--- config.mk ---
export PLATFORM = sky130hd
export DESIGN_NAME = mem_arbiter
export DESIGN_NICKNAME = d
export VERILOG_FILES = /design/src/rtl/cpu_types_pkg.sv /design/src/rtl/mem_arbiter.sv
export SDC_FILE = /design/constraint.sdc
export NUM_CORES = 1
export LEC_CHECK = 0
export CORE_MARGIN = 2
export CORE_UTILIZATION = 25
export CTS_BUF_LIST = sky130_fd_sc_hd__clkbuf_8 sky130_fd_sc_hd__clkbuf_16
export DETAILED_ROUTE_END_ITERATION = 8
export PLACE_DENSITY = 0.58
export SKIP_LAST_GASP = 1
export SYNTH_ARGS = -nofsm -noshare
export SYNTH_HDL_FRONTEND = slang
export SYNTH_SLANG_ARGS = --single-unit
--- constraint.sdc ---
create_clock -name CLK -period 2.84 [get_ports CLK]
set_input_delay 0.852 -clock CLK [delete_from_list [all_inputs] [get_ports CLK]]
set_output_delay 0.852 -clock CLK [all_outputs]
set_load 0.005 [all_outputs]
--- src/rtl/cpu_types_pkg.sv ---
// Shared CPU-side types: the 32-bit machine word and the RAM status encoding
// reported by the memory model back to the arbiter.
package cpu_types_pkg;

    typedef logic [31:0] word_t;

    typedef enum logic [1:0] {
        FREE   = 2'd0,
        BUSY   = 2'd1,
        ACCESS = 2'd2,
        ERROR  = 2'd3
    } ramstate_t;

    localparam word_t WORD_ZERO = 32'h0000_0000;

endpackage

--- src/rtl/mem_arbiter.sv ---
// Single-port RAM arbiter between the instruction fetch and data paths.
// One access is in flight at a time. The address, store data and read/write
// type are captured when IDLE is left, so the RAM sees stable values even if
// the requester changes its inputs mid-access. Hits are pulsed combinationally
// in the cycle the RAM reports ACCESS. A hit is suppressed if the requester
// has dropped its request by then. A RAM ERROR or a wait longer than TIMEOUT
// cycles parks the arbiter in FAULT until nRST.
module mem_arbiter
    import cpu_types_pkg::*;
#(
    parameter int unsigned TIMEOUT = 16
) (
    input  logic      CLK,
    input  logic      nRST,
    input  logic      iREN,
    input  word_t     iaddr,
    input  logic      dREN,
    input  logic      dWEN,
    input  word_t     daddr,
    input  word_t     dstore,
    output logic      ihit,
    output logic      dhit,
    output word_t     iload,
    output word_t     dload,
    output logic      ramREN,
    output logic      ramWEN,
    output word_t     ramaddr,
    output word_t     ramstore,
    input  word_t     ramload,
    input  ramstate_t ramstate,
    output logic      memerr
);

    typedef enum logic [1:0] {
        IDLE  = 2'd0,
        DACC  = 2'd1,
        IACC  = 2'd2,
        FAULT = 2'd3
    } state_t;

    // The last wait value before the counter reaches TIMEOUT.
    localparam logic [7:0] WAIT_LAST = 8'(TIMEOUT - 1);

    state_t     state_r;
    state_t     state_s;
    word_t      addr_r;
    word_t      addr_s;
    word_t      store_r;
    word_t      store_s;
    logic       wr_r;
    logic       wr_s;
    logic [7:0] wait_r;
    logic [7:0] wait_s;
    logic       last_d_r;
    logic       last_d_s;
    logic       data_req_s;

    assign data_req_s = dREN | dWEN;

    // State, captured request and wait counter registers; async reset clears all.
    always_ff @(posedge CLK or negedge nRST) begin
        if (!nRST) begin
            state_r  <= IDLE;
            addr_r   <= WORD_ZERO;
            store_r  <= WORD_ZERO;
            wr_r     <= 1'b0;
            wait_r   <= 8'd0;
            last_d_r <= 1'b0;
        end else begin
            state_r  <= state_s;
            addr_r   <= addr_s;
            store_r  <= store_s;
            wr_r     <= wr_s;
            wait_r   <= wait_s;
            last_d_r <= last_d_s;
        end
    end

    // Next-state logic: arbitration, request capture, completion and fault detection.
    always_comb begin
        state_s  = state_r;
        addr_s   = addr_r;
        store_s  = store_r;
        wr_s     = wr_r;
        wait_s   = wait_r;
        last_d_s = last_d_r;
        case (state_r)
            IDLE: begin
                // Data wins unless the previous completed access was data and
                // an instruction fetch is also waiting.
                if (data_req_s && !(iREN && last_d_r)) begin
                    state_s = DACC;
                    addr_s  = daddr;
                    store_s = dstore;
                    wr_s    = dWEN;
                    wait_s  = 8'd0;
                end else if (iREN) begin
                    state_s = IACC;
                    addr_s  = iaddr;
                    store_s = dstore;
                    wr_s    = 1'b0;
                    wait_s  = 8'd0;
                end else begin
                    state_s = IDLE;
                end
            end
            DACC, IACC: begin
                if (ramstate == ACCESS) begin
                    state_s  = IDLE;
                    last_d_s = (state_r == DACC);
                end else if (ramstate == ERROR) begin
                    state_s = FAULT;
                end else if (wait_r == WAIT_LAST) begin
                    state_s = FAULT;
                    wait_s  = wait_r + 8'd1;
                end else begin
                    wait_s = wait_r + 8'd1;
                end
            end
            FAULT: begin
                state_s = FAULT;
            end
            default: begin
                state_s = FAULT;
            end
        endcase
    end

    // Output decode: RAM strobes from captured registers, hits and load data on ACCESS.
    always_comb begin
        ihit     = 1'b0;
        dhit     = 1'b0;
        iload    = WORD_ZERO;
        dload    = WORD_ZERO;
        ramREN   = 1'b0;
        ramWEN   = 1'b0;
        ramaddr  = WORD_ZERO;
        ramstore = WORD_ZERO;
        memerr   = 1'b0;
        case (state_r)
            IDLE: begin
                memerr = 1'b0;
            end
            DACC: begin
                ramaddr  = addr_r;
                ramstore = store_r;
                ramWEN   = wr_r;
                ramREN   = !wr_r;
                if (ramstate == ACCESS) begin
                    dhit  = wr_r ? dWEN : dREN;
                    dload = (!wr_r && dREN) ? ramload : WORD_ZERO;
                end else begin
                    dhit  = 1'b0;
                end
            end
            IACC: begin
                ramaddr = addr_r;
                ramREN  = 1'b1;
                if ((ramstate == ACCESS) && iREN) begin
                    ihit  = 1'b1;
                    iload = ramload;
                end else begin
                    ihit  = 1'b0;
                end
            end
            FAULT: begin
                memerr = 1'b1;
            end
            default: begin
                memerr = 1'b1;
            end
        endcase
    end

endmodule

==> results.cfg, run 1 <==
[power_and_ir_drop]
power_density_nw_per_um2 = 889
finalPower_mw = 6.92
ir_drop_v = 0.000403
p_leak_nw = 3.64

[sta]
fin_ws_ps = -28.6
hold_viol = 0
finalSetupTns_ps = -56.8
period_share_pct = 101
relSlewSlack_pct = 69.5
worst_pin_slew_ps = 457
max_freq_ghz = 0.349
layout_min_cycle_time_ps = 2870
final.setup_skew_ps = 7.04
final_max_slew_viol_count = 0
rsz0062_at_grt = true
final-setup-viol-count = 2

[clocking]
clkSinkCount = 76
htreeDepth = 3
clkTransAtPathRegs_ps = 60
cts_inserted_buffers = 9
cts_buffer_depth = 2
cts_root_buf = clkbuf_16
hold_buffers = 0
insertion_delay_ps = 330
cts_tree = built

[logic_synthesis]
synth_fa_ha_area_share_pct = 2.04
yosysWarnings = 0
ys_types = 29
yosysMostFrequentCell = and2_1
synth_ff_type = dfrtp_1
postSynthAreaPerCell_um2 = 9.77
yosys.area.top_type = dfrtp_1
synthesis.area_um2 = 4300
synthSimpleGateAreaFrac_pct = 28.0
ys_top_cells_by_area = dfrtp_1 44%, and2_1 19%, mux2_2 9.2%
synth_compound_area_share_pct = 6.17
muxShareOfSynthArea_pct = 16.6
seq_area_frac_synth_pct = 44.3
yosys_register_bits = 76
synth_top_family_by_area = simple AND/OR/NAND/NOR gates
async_flop_share_pct = 100
synth_top_cells_by_count = 128 x and2_1, 76 x dfrtp_1, 52 x nand2_1, 36 x o21ai_0, 35 x mux2_2
syn_nets = 582
synth_top_area_share_pct = 44.3
synth_xor_area_share_pct = 0
synth_edf_count = 0
syn_inst = 440

[worst_setup_path]
path_class = primary input to output pin
cp-end-kind = output pin
cp_cell_sequence = buf_2, nor2b_4, nand2_2, nor2_4, buf_4, buf_12, buf_4, buf_4, and2_4, buf_2
crit_required_ps = 1990
crit_top_cell = buf_4
cp_top_family = buffers and inverters
start_kind = primary input
max_stage_delay_ps = 150
crit_slowest_cell = and2_4
worstPathArrival_ps = 2020
path_max_fanout = 6
cp.buffers_inverters = 6

[run_status]
violations = setup timing
status = complete, but fails checks

[route]
first_pass_iters = 4
via_count = 4198
drtAntennaViolNets = 0
drtIter0Drc = 127
wl_per_cell_um = 15.3
drc = 0
routed_wl_um = 14500
via_per_inst = 4.42

[layout]
fillers = 1572
instances_no_fill = 950
layout-drive-gt1-share_pct = 19.2
num_antenna_cells = 0
area_delta_synth_final_pct = 81.1
final_nets = 867

[floorplanning]
rows = 47
die_h_um = 135
ioPinCount = 268
coreArea_um2 = 16700
start_util_pct = 25.7
dieArea_um2 = 18300
die-width_um = 135

[global_routing]
grt_pass1_vias = 4514
grt_max_degree = 51
grt_pass1_wl_um = 22900
antenna_found_initial = 0
overflow = 0
grt_use_total_pct = 15.8

[run]
maxCapViolations = 0

[placement]
port_buffers = 267
dp.cells = 914
dp_hpwl_um = 10300
place_congestion = 0.737
dpl_worst_slack_ps = -706

[min_path]
hold_path_class = primary input to async pin
## layout make-up
cell class	count	area, um2	share of cell area (%)
timing repair buffer	302	2940	37.7
clock inverter	6	63.8	0.820
inverter	2	7.51	0.0965
tap	220	275	3.54
clock buffer	10	239	3.07
sequential	76	1900	24.4
multi-input combinational	334	2360	30.3
## flip-flops by register name (all words and copies together), names as in the netlist
name,cells
addr_r,32
wr_r,1
wait_r,8
store_r,32
state_r,2
last_d_r,1
## cell families after synthesis
kind of cell	Yosys count
mux	67
simple gates	214
fa+ha+maj	7
flops	76
buf+inv	30
compound gates	46
## routing by layer
layer	track usage, %	part of all wire (%)	vias to the layer above
met2	30.0	53	177
met3	4.43	8.1	15
met1	17.0	38	1966
met5	0	0	-
met4	4.63	1.4	0
li1	-	-	2040
## placed cells by master, fill, tap and decap left out, drive strengths merged, types with 7 or more instances in the layout
master         netlist  layout
nand3               11      11
clkdlybuf4s50        0     194
nand2               52      52
mux2i               32      32
o21ai               36      36
ha                   7       7
dlygate4sd2          0      32
mux2                35      35
and2               128     128
clkbuf              17      32
buf                 11      49
dfrtp               76      76
## timing repair
item                                    CTS  global route
resized for setup                       141            48
gates cloned                              5             1
endpoints found under the setup margin  105           114
pin swaps                                 2             1
buffers inserted                         13             3
## path summary, 6_finish.rpt
path                              end        start  cells past startpoint  slack [ps]
max reg2reg                 wait_r[3]   state_r[0]                      7         680
min                        addr_r[20]         nRST                      1         470
min in group CLK           addr_r[16]   addr_r[16]                      2         470
min reg2reg                addr_r[16]   addr_r[16]                      2         470
max                          dload[6]  ramstate[1]                     10         -30
max in group asynchronous  addr_r[12]         nRST                      2        1770
## stage by stage
step | cell area [um2] | hold slack [ps] | util, %
6_report | 7780 | 470 | 46.6
5_1_grt | 7780 | 493 | 46.6
4_1_cts | 7840 | 477 | 46.9
3_5_place_dp | 7360 | 463 | 44.0
3_3_place_gp | 7360 | 456 | 44.0
2_1_floorplan | 4300 | 442 | -
## power breakdown
part	switching [mW]	internal [mW]	total [mW]
Combinational	1.59	2.29	3.87
Sequential	0.268	1.62	1.89
Clock	0.454	0.704	1.16
Total	2.31	4.61	6.92
Note: power is estimated with default switching activity, not from simulation.
==> inputs of run 2 (changes only) <==
Settings changed: SLEW_MARGIN from default to 20.
==> results of run 2 <==
No change in the layout: final DEF, timing and power equal those of run 1.
